File: config.mk
export PLATFORM = sky130hd
export DESIGN_NAME = csi_uart_dbg
export DESIGN_NICKNAME = d
export VERILOG_FILES = /design/src/rtl/csi_dbg_pkg.sv /design/src/rtl/dbg_uart_tx.sv /design/src/rtl/csi_uart_dbg.sv
export SDC_FILE = /design/constraint.sdc
export NUM_CORES = 1
export LEC_CHECK = 0
export CELL_PAD_IN_SITES_DETAIL_PLACEMENT = 1
export CELL_PAD_IN_SITES_GLOBAL_PLACEMENT = 2
export CORE_ASPECT_RATIO = 0.8
export CORE_MARGIN = 1
export CORE_UTILIZATION = 41
export CTS_CLUSTER_SIZE = 24
export DETAILED_ROUTE_END_ITERATION = 7
export PLACE_DENSITY = 0.85
export RECOVER_POWER = 25
export SYNTH_ARGS = -nofsm -noshare
export SYNTH_HDL_FRONTEND = slang
export SYNTH_SLANG_ARGS = --single-unit
File: constraint.sdc
create_clock -name sys_clk -period 3.4 [get_ports sys_clk]
set_input_delay 1.02 -clock sys_clk [delete_from_list [all_inputs] [get_ports sys_clk]]
set_output_delay 1.02 -clock sys_clk [all_outputs]
set_load 0.02 [all_outputs]
File: src/rtl/csi_dbg_pkg.sv
// ---------------------------------------------------------------------------
// csi_dbg_pkg
// Shared types and constants for the CSI-2 UART debug streamer.
//   tx_state_e    : 8N1 transmitter states (idle, start, data, stop)
//   MARK_BYTE_DEF : default frame-marker byte
//   OVF_W         : width of the saturating overflow counter
// ---------------------------------------------------------------------------
package csi_dbg_pkg;

   typedef enum logic [1:0] {
      TxIdle,
      TxStart,
      TxData,
      TxStop
   } tx_state_e;

   localparam logic [7:0]  MARK_BYTE_DEF = 8'hA5;
   localparam int unsigned OVF_W         = 16;

endpackage

File: src/rtl/dbg_uart_tx.sv
// ---------------------------------------------------------------------------
// dbg_uart_tx
// 8N1 UART transmitter with a valid/ready byte input.
//   i_clk, i_rst_n : clock, synchronous active-low reset
//   i_valid        : byte available at i_data
//   i_data         : byte to send (LSB first)
//   o_ready        : high only in idle; a byte is taken when i_valid && o_ready
//   o_tx           : registered serial output, idle high
//   o_busy         : transmitter not idle
// ---------------------------------------------------------------------------
module dbg_uart_tx
   import csi_dbg_pkg::*;
#(
   parameter int CLKS_PER_BIT = 104
) (
   input  logic       i_clk,
   input  logic       i_rst_n,
   input  logic       i_valid,
   input  logic [7:0] i_data,
   output logic       o_ready,
   output logic       o_tx,
   output logic       o_busy
);

   localparam int TimerW = (CLKS_PER_BIT > 1) ? $clog2(CLKS_PER_BIT) : 1;
   localparam logic [TimerW-1:0] TimerLast = TimerW'(CLKS_PER_BIT - 1);

   tx_state_e         r_state, w_state_d;
   logic [TimerW-1:0] r_timer, w_timer_d;
   logic [2:0]        r_bit_idx, w_bit_idx_d;
   logic [7:0]        r_shift, w_shift_d;
   logic              r_tx, w_tx_d;

   always_ff @(posedge i_clk) begin
      if (!i_rst_n) begin
         r_state   <= TxIdle;
         r_timer   <= '0;
         r_bit_idx <= '0;
         r_shift   <= '0;
         r_tx      <= 1'b1;
      end else begin
         r_state   <= w_state_d;
         r_timer   <= w_timer_d;
         r_bit_idx <= w_bit_idx_d;
         r_shift   <= w_shift_d;
         r_tx      <= w_tx_d;
      end
   end

   // The line level for the next cycle is computed here so o_tx comes
   // straight from a flop; the shift register always holds the current bit
   // in position 0.
   always_comb begin
      w_state_d   = r_state;
      w_timer_d   = r_timer;
      w_bit_idx_d = r_bit_idx;
      w_shift_d   = r_shift;
      w_tx_d      = r_tx;
      unique case (r_state)
         TxIdle: begin
            w_tx_d = 1'b1;
            if (i_valid) begin
               w_shift_d = i_data;
               w_timer_d = '0;
               w_tx_d    = 1'b0;
               w_state_d = TxStart;
            end
         end
         TxStart: begin
            if (r_timer == TimerLast) begin
               w_timer_d   = '0;
               w_bit_idx_d = '0;
               w_tx_d      = r_shift[0];
               w_state_d   = TxData;
            end else begin
               w_timer_d = r_timer + TimerW'(1);
            end
         end
         TxData: begin
            if (r_timer == TimerLast) begin
               w_timer_d = '0;
               if (r_bit_idx == 3'd7) begin
                  w_tx_d    = 1'b1;
                  w_state_d = TxStop;
               end else begin
                  w_bit_idx_d = r_bit_idx + 3'd1;
                  w_shift_d   = {1'b0, r_shift[7:1]};
                  w_tx_d      = r_shift[1];
               end
            end else begin
               w_timer_d = r_timer + TimerW'(1);
            end
         end
         TxStop: begin
            if (r_timer == TimerLast) begin
               w_timer_d = '0;
               w_state_d = TxIdle;
            end else begin
               w_timer_d = r_timer + TimerW'(1);
            end
         end
         default: w_state_d = TxIdle;
      endcase
   end

   assign o_ready = (r_state == TxIdle);
   assign o_busy  = (r_state != TxIdle);
   assign o_tx    = r_tx;

endmodule

File: src/rtl/csi_uart_dbg.sv
// ---------------------------------------------------------------------------
// csi_uart_dbg
// Debug streamer: captures one byte lane of the CSI payload stream (with
// optional decimation), buffers it in a byte FIFO and sends it 8N1 on a UART.
// Optional feature macro: CSI_DBG_FRAME_MARK_EN (push MARK_BYTE on vsync).
//   sys_clk, sys_rst_n : clock, synchronous active-low reset
//   payload_data       : payload word
//   payload_enable     : payload word valid
//   payload_frame      : high during a long packet
//   vsync              : frame-start pulse (used only with the marker feature)
//   byte_lane          : lane select; out-of-range lanes select lane 0
//   uart_tx, uart_busy : serial output (idle high), transmitter active
//   fifo_level         : FIFO occupancy
//   ovf_count          : saturating count of dropped bytes
// ---------------------------------------------------------------------------
module csi_uart_dbg
   import csi_dbg_pkg::*;
#(
   parameter int         WORD_W       = 32,
   parameter int         FIFO_DEPTH   = 16,
   parameter int         DECIM        = 1,
   parameter int         CLKS_PER_BIT = 104,
   parameter logic [7:0] MARK_BYTE    = MARK_BYTE_DEF
) (
   input  logic                                        sys_clk,
   input  logic                                        sys_rst_n,
   input  logic [WORD_W-1:0]                           payload_data,
   input  logic                                        payload_enable,
   input  logic                                        payload_frame,
   input  logic                                        vsync,
   input  logic [((WORD_W/8 > 1) ? $clog2(WORD_W/8) : 1)-1:0] byte_lane,
   output logic                                        uart_tx,
   output logic                                        uart_busy,
   output logic [$clog2(FIFO_DEPTH):0]                 fifo_level,
   output logic [OVF_W-1:0]                            ovf_count
);

   localparam int Lanes = WORD_W / 8;
   localparam int AddrW = $clog2(FIFO_DEPTH);
   localparam int PtrW  = AddrW + 1;
   localparam int DcntW = (DECIM > 1) ? $clog2(DECIM) : 1;
   localparam logic [DcntW-1:0] DcntLast = DcntW'(DECIM - 1);

   logic             r_frame_q;
   logic [DcntW-1:0] r_dcnt, w_dcnt_eff, w_dcnt_d;
   logic             w_beat, w_capture;
   logic [7:0]       w_lane_byte, w_push_byte;
   logic             w_push_req, w_extra_drop, w_push, w_pop;
   logic             w_full, w_empty, w_tx_ready;
   logic [PtrW-1:0]  r_wptr, r_rptr;
   logic [7:0]       r_mem [FIFO_DEPTH];
   logic [OVF_W-1:0] r_ovf, w_ovf_d;
   logic [OVF_W:0]   w_ovf_sum;
   logic [1:0]       w_ndrop;

   // A rising payload_frame restarts decimation on that same cycle, so an
   // enable coinciding with the rise is always captured.
   always_comb begin
      w_dcnt_eff = (payload_frame && !r_frame_q) ? '0 : r_dcnt;
      w_beat     = payload_enable && payload_frame;
      w_capture  = w_beat && (w_dcnt_eff == '0);
      w_dcnt_d   = w_dcnt_eff;
      if (w_beat) begin
         w_dcnt_d = (w_dcnt_eff == DcntLast) ? '0 : w_dcnt_eff + DcntW'(1);
      end
   end

   always_comb begin
      w_lane_byte = payload_data[7:0];
      for (int l = 0; l < Lanes; l++) begin
         if (int'(byte_lane) == l) w_lane_byte = payload_data[8*l +: 8];
      end
   end

`ifdef CSI_DBG_FRAME_MARK_EN
   // The marker wins the single push slot; a coinciding data byte is dropped.
   assign w_push_req   = w_capture || vsync;
   assign w_push_byte  = vsync ? MARK_BYTE : w_lane_byte;
   assign w_extra_drop = w_capture && vsync;
`else
   logic w_unused_mark;
   assign w_unused_mark = vsync ^ (^MARK_BYTE);
   assign w_push_req    = w_capture;
   assign w_push_byte   = w_lane_byte;
   assign w_extra_drop  = 1'b0;
`endif

   // Full is judged on pre-pop occupancy.
   assign w_empty = (r_wptr == r_rptr);
   assign w_full  = (r_wptr[PtrW-1] != r_rptr[PtrW-1]) &&
                    (r_wptr[PtrW-2:0] == r_rptr[PtrW-2:0]);
   assign w_push  = w_push_req && !w_full;
   assign w_pop   = w_tx_ready && !w_empty;

   always_comb begin
      w_ndrop   = {1'b0, w_push_req && w_full} + {1'b0, w_extra_drop};
      w_ovf_sum = {1'b0, r_ovf} + (OVF_W+1)'(w_ndrop);
      w_ovf_d   = w_ovf_sum[OVF_W] ? {OVF_W{1'b1}} : w_ovf_sum[OVF_W-1:0];
   end

   always_ff @(posedge sys_clk) begin
      if (!sys_rst_n) begin
         r_frame_q <= 1'b0;
         r_dcnt    <= '0;
         r_wptr    <= '0;
         r_rptr    <= '0;
         r_ovf     <= '0;
      end else begin
         r_frame_q <= payload_frame;
         r_dcnt    <= w_dcnt_d;
         r_ovf     <= w_ovf_d;
         if (w_push) r_wptr <= r_wptr + PtrW'(1);
         if (w_pop)  r_rptr <= r_rptr + PtrW'(1);
      end
   end

   always_ff @(posedge sys_clk) begin
      if (w_push) r_mem[r_wptr[AddrW-1:0]] <= w_push_byte;
   end

   dbg_uart_tx #(
      .CLKS_PER_BIT (CLKS_PER_BIT)
   ) u_tx (
      .i_clk   (sys_clk),
      .i_rst_n (sys_rst_n),
      .i_valid (!w_empty),
      .i_data  (r_mem[r_rptr[AddrW-1:0]]),
      .o_ready (w_tx_ready),
      .o_tx    (uart_tx),
      .o_busy  (uart_busy)
   );

   assign fifo_level = r_wptr - r_rptr;
   assign ovf_count  = r_ovf;

endmodule

==> run metrics <==
period utilization=0.945; Tightest Pin Transition=1190 ps; EDFF count, synth=approximately 130; layout cell share with drive strength beyond 1=0.154; Cell Area, Synth=slightly below 8000 sq um; cells along the critical path=inv_1, ha_1, fa_1, inv_1, a21o_1, a21oi_1, xnor2_1, clkbuf_2; Seq/Total Area, Yosys=0.630; ranking of synthesized cells by area=edfxtp_1 (49%), dfxtp_1 (14%), mux4_2 (9.8%), ha_1 (2.9%), nor2_1 (2.3%); CORE AREA=about 18000 sq um; Synth cell types=47; crit path kind=register to primary output; CTS root buffer=clkbuf_16; GRT overflow=0; Pins Over Slew Limit=0; PwrDens=662 nW/um^2; CTS tree=built; crit-path leading delay family=adder cells; required time worst endpoint=2380 ps; Residual DRC=0; status=finished clean; worst setup margin=between 150 and 200 ps; Setup Viol. Count Final=0; Final HPWL DP=~13000 microns; number of hold buffers added after cts=0; maximum vdd drop=0.000360 V; Synth Net Count=slightly above 600; number of core rows=44; critical path's most frequent cell=inv_1; number of I/O pins=62; Worst setup EP type=primary output; Post-Syn Instances=561; commonest non-fill, non-tap cell in the layout=edfxtp_1; total power=6.23 mW; average cell area after synthesis=~14 sq um; Hold WS=approximately 440 ps; CTS H-Tree Depth=4; Critical Path Fanout Max=5; data arrival time of the critical path=around 2200 ps; Initial Utilization=0.424; placed instance area=between 8000 and 9000 sq um; Layout area overhead=20.8%; Nets=702; Crit-path slowest cell=dfxtp_1; Fillers=around 1900; Yosys reg bits=approximately 180; Ys Warns=0; Die W=between 150 and 200 microns; RSZ-0062 raised after global routing=false; Leak=roughly 3.1 nW; total CTS buffers=17; antenna violations before repair=0; FMAX=~310 MHz; most frequent cells in the layout=edfxtp_1 (128), dfxtp_1 (53), nor2_1 (47), clkdlybuf4s50_1 (46), mux4_2 (34); DP Cell Count=878; share of the synthesized area in the top cell type=0.493; worst min-delay path class=register to register; ANT nets after route=0; # port buffers=60; Max-cap violations=0; Post-Route WL=19700 microns; clock skew=approximately 14 ps; async set-or-reset flop fraction in the synthesized netlist=0; Buffers & Inverters on Critical Path=3; DR vias/cell=5.62; clock buffer depth=2; Slew HR=0.205; Final TNS setup=0 ps; clk_lat worst skew=440 ps; cell accounting for the most synthesized area=edfxtp_1; max incr delay on CP=420 ps; Final Hold Viols=0; Vias=~5000; clock transition at the registers of the reported paths=70 ps; Non-Filler Instances=910; top_reg_cell synth=edfxtp_1; largest net degree at the start of global routing=25; TritonRoute pass-1 iters=5; initial DRC count=between 400 and 500; first-pass GRT wire length=between 30000 and 40000 microns; RePlAce Congestion=slightly below 0.8; die area=a little under 20000 sq um; DP Worst Slack=-269 ps; vias in the first global route=approximately 5500; Worst setup SP type=register; WL per Instance=about 22 microns; Util after Layout=0.512; minimum clock period=around 3200 ps; GRT Resource Usage Total=0.216; clk sink count=roughly 180; Design Area, Final=9410 sq um; ant diodes=0; Die Height=~130 microns
power breakdown:
group,internal (mW),total [mW],switching (mW)
combinational,0.637,1.52,0.879
clock,1.24,2.10,0.867
sequential,2.49,2.61,0.124
path summary, 6_finish.rpt:
| kind | start | to | slack, ps | cells past startpoint |
|---|---|---|---|---|
| worst max register to register | r_wptr[2] | ovf_count[14] | 520 | 10 |
| worst min register to register | r_dcnt | r_dcnt | 440 | 2 |
| worst min-delay path | r_dcnt | r_dcnt | 440 | 2 |
| worst max-delay path | r_wptr[0] | fifo_level[4] | 190 | 8 |
what timing repair did:
action / in CTS / in global routing
setup endpoints to repair: 3 / 2
setup buffers: 0 / 0
pin swaps: 0 / 0
resized for setup: 4 / 3
state kept, by name, summed over array words and instances, names as in the netlist, named ones only:
name and count:
r_mem 128, r_rptr 5, r_frame_q 1, u_tx.r_state 2
r_dcnt 1, u_tx.r_timer 7, u_tx.o_tx 1, u_tx.r_shift 8
ovf_count 16, r_wptr 5, u_tx.r_bit_idx 3
worst min-delay path, stage by stage, from the launching register on:
cell,delay (ps)
dfxtp_1,310
nand2_1,50
a21oi_1,30
cell families after synthesis:
family / Yosys count / synth area share
compound gates: 92 / 0.0785
xor+xnor: 19 / 0.0214
fa+ha+maj: 19 / 0.0315
buf+inv: 45 / 0.0254
flops: 181 / 0.630
mux: 44 / 0.112
simple gates: 161 / 0.101
synthesized netlist by cell type, types with 6 or more instances:
cell type	n
a2111oi_0	7
nor3_1	11
inv_1	16
clkbuf_1	18
xnor2_1	11
a32oi_1	8
nor2_1	47
nand3_1	17
and2_1	6
nand2_1	32
xor2_1	8
ha_1	18
o31ai_1	8
nand4_1	10
a21oi_1	27
a221oi_1	7
mux2_2	7
mux4_2	34
and3_1	6
dfxtp_1	53
o21ai_0	18
nor2b_1	19
edfxtp_1	128
cell type report:
class | count | area, sq um | area share
inverters | 17 | 63.8 | 0.00678
clock buffers | 17 | 425 | 0.0452
flip-flops and latches | 181 | 4900 | 0.521
multi-input cells | 335 | 2690 | 0.286
repair buffers | 92 | 806 | 0.0856
well taps | 253 | 317 | 0.0336
clock inverters | 15 | 205 | 0.0218
layer usage:
| layer | GRT usage | part of all wire | vias to the layer above |
|---|---|---|---|
| met5 | 0 | 0 | - |
| met4 | 0.0681 | 0.015 | 0 |
| met3 | 0.0409 | 0.056 | 23 |
| met2 | 0.355 | 0.49 | 173 |
| met1 | 0.290 | 0.44 | 2599 |
| li1 | - | - | 2316 |
Note: power is estimated with default switching activity, not from simulation.
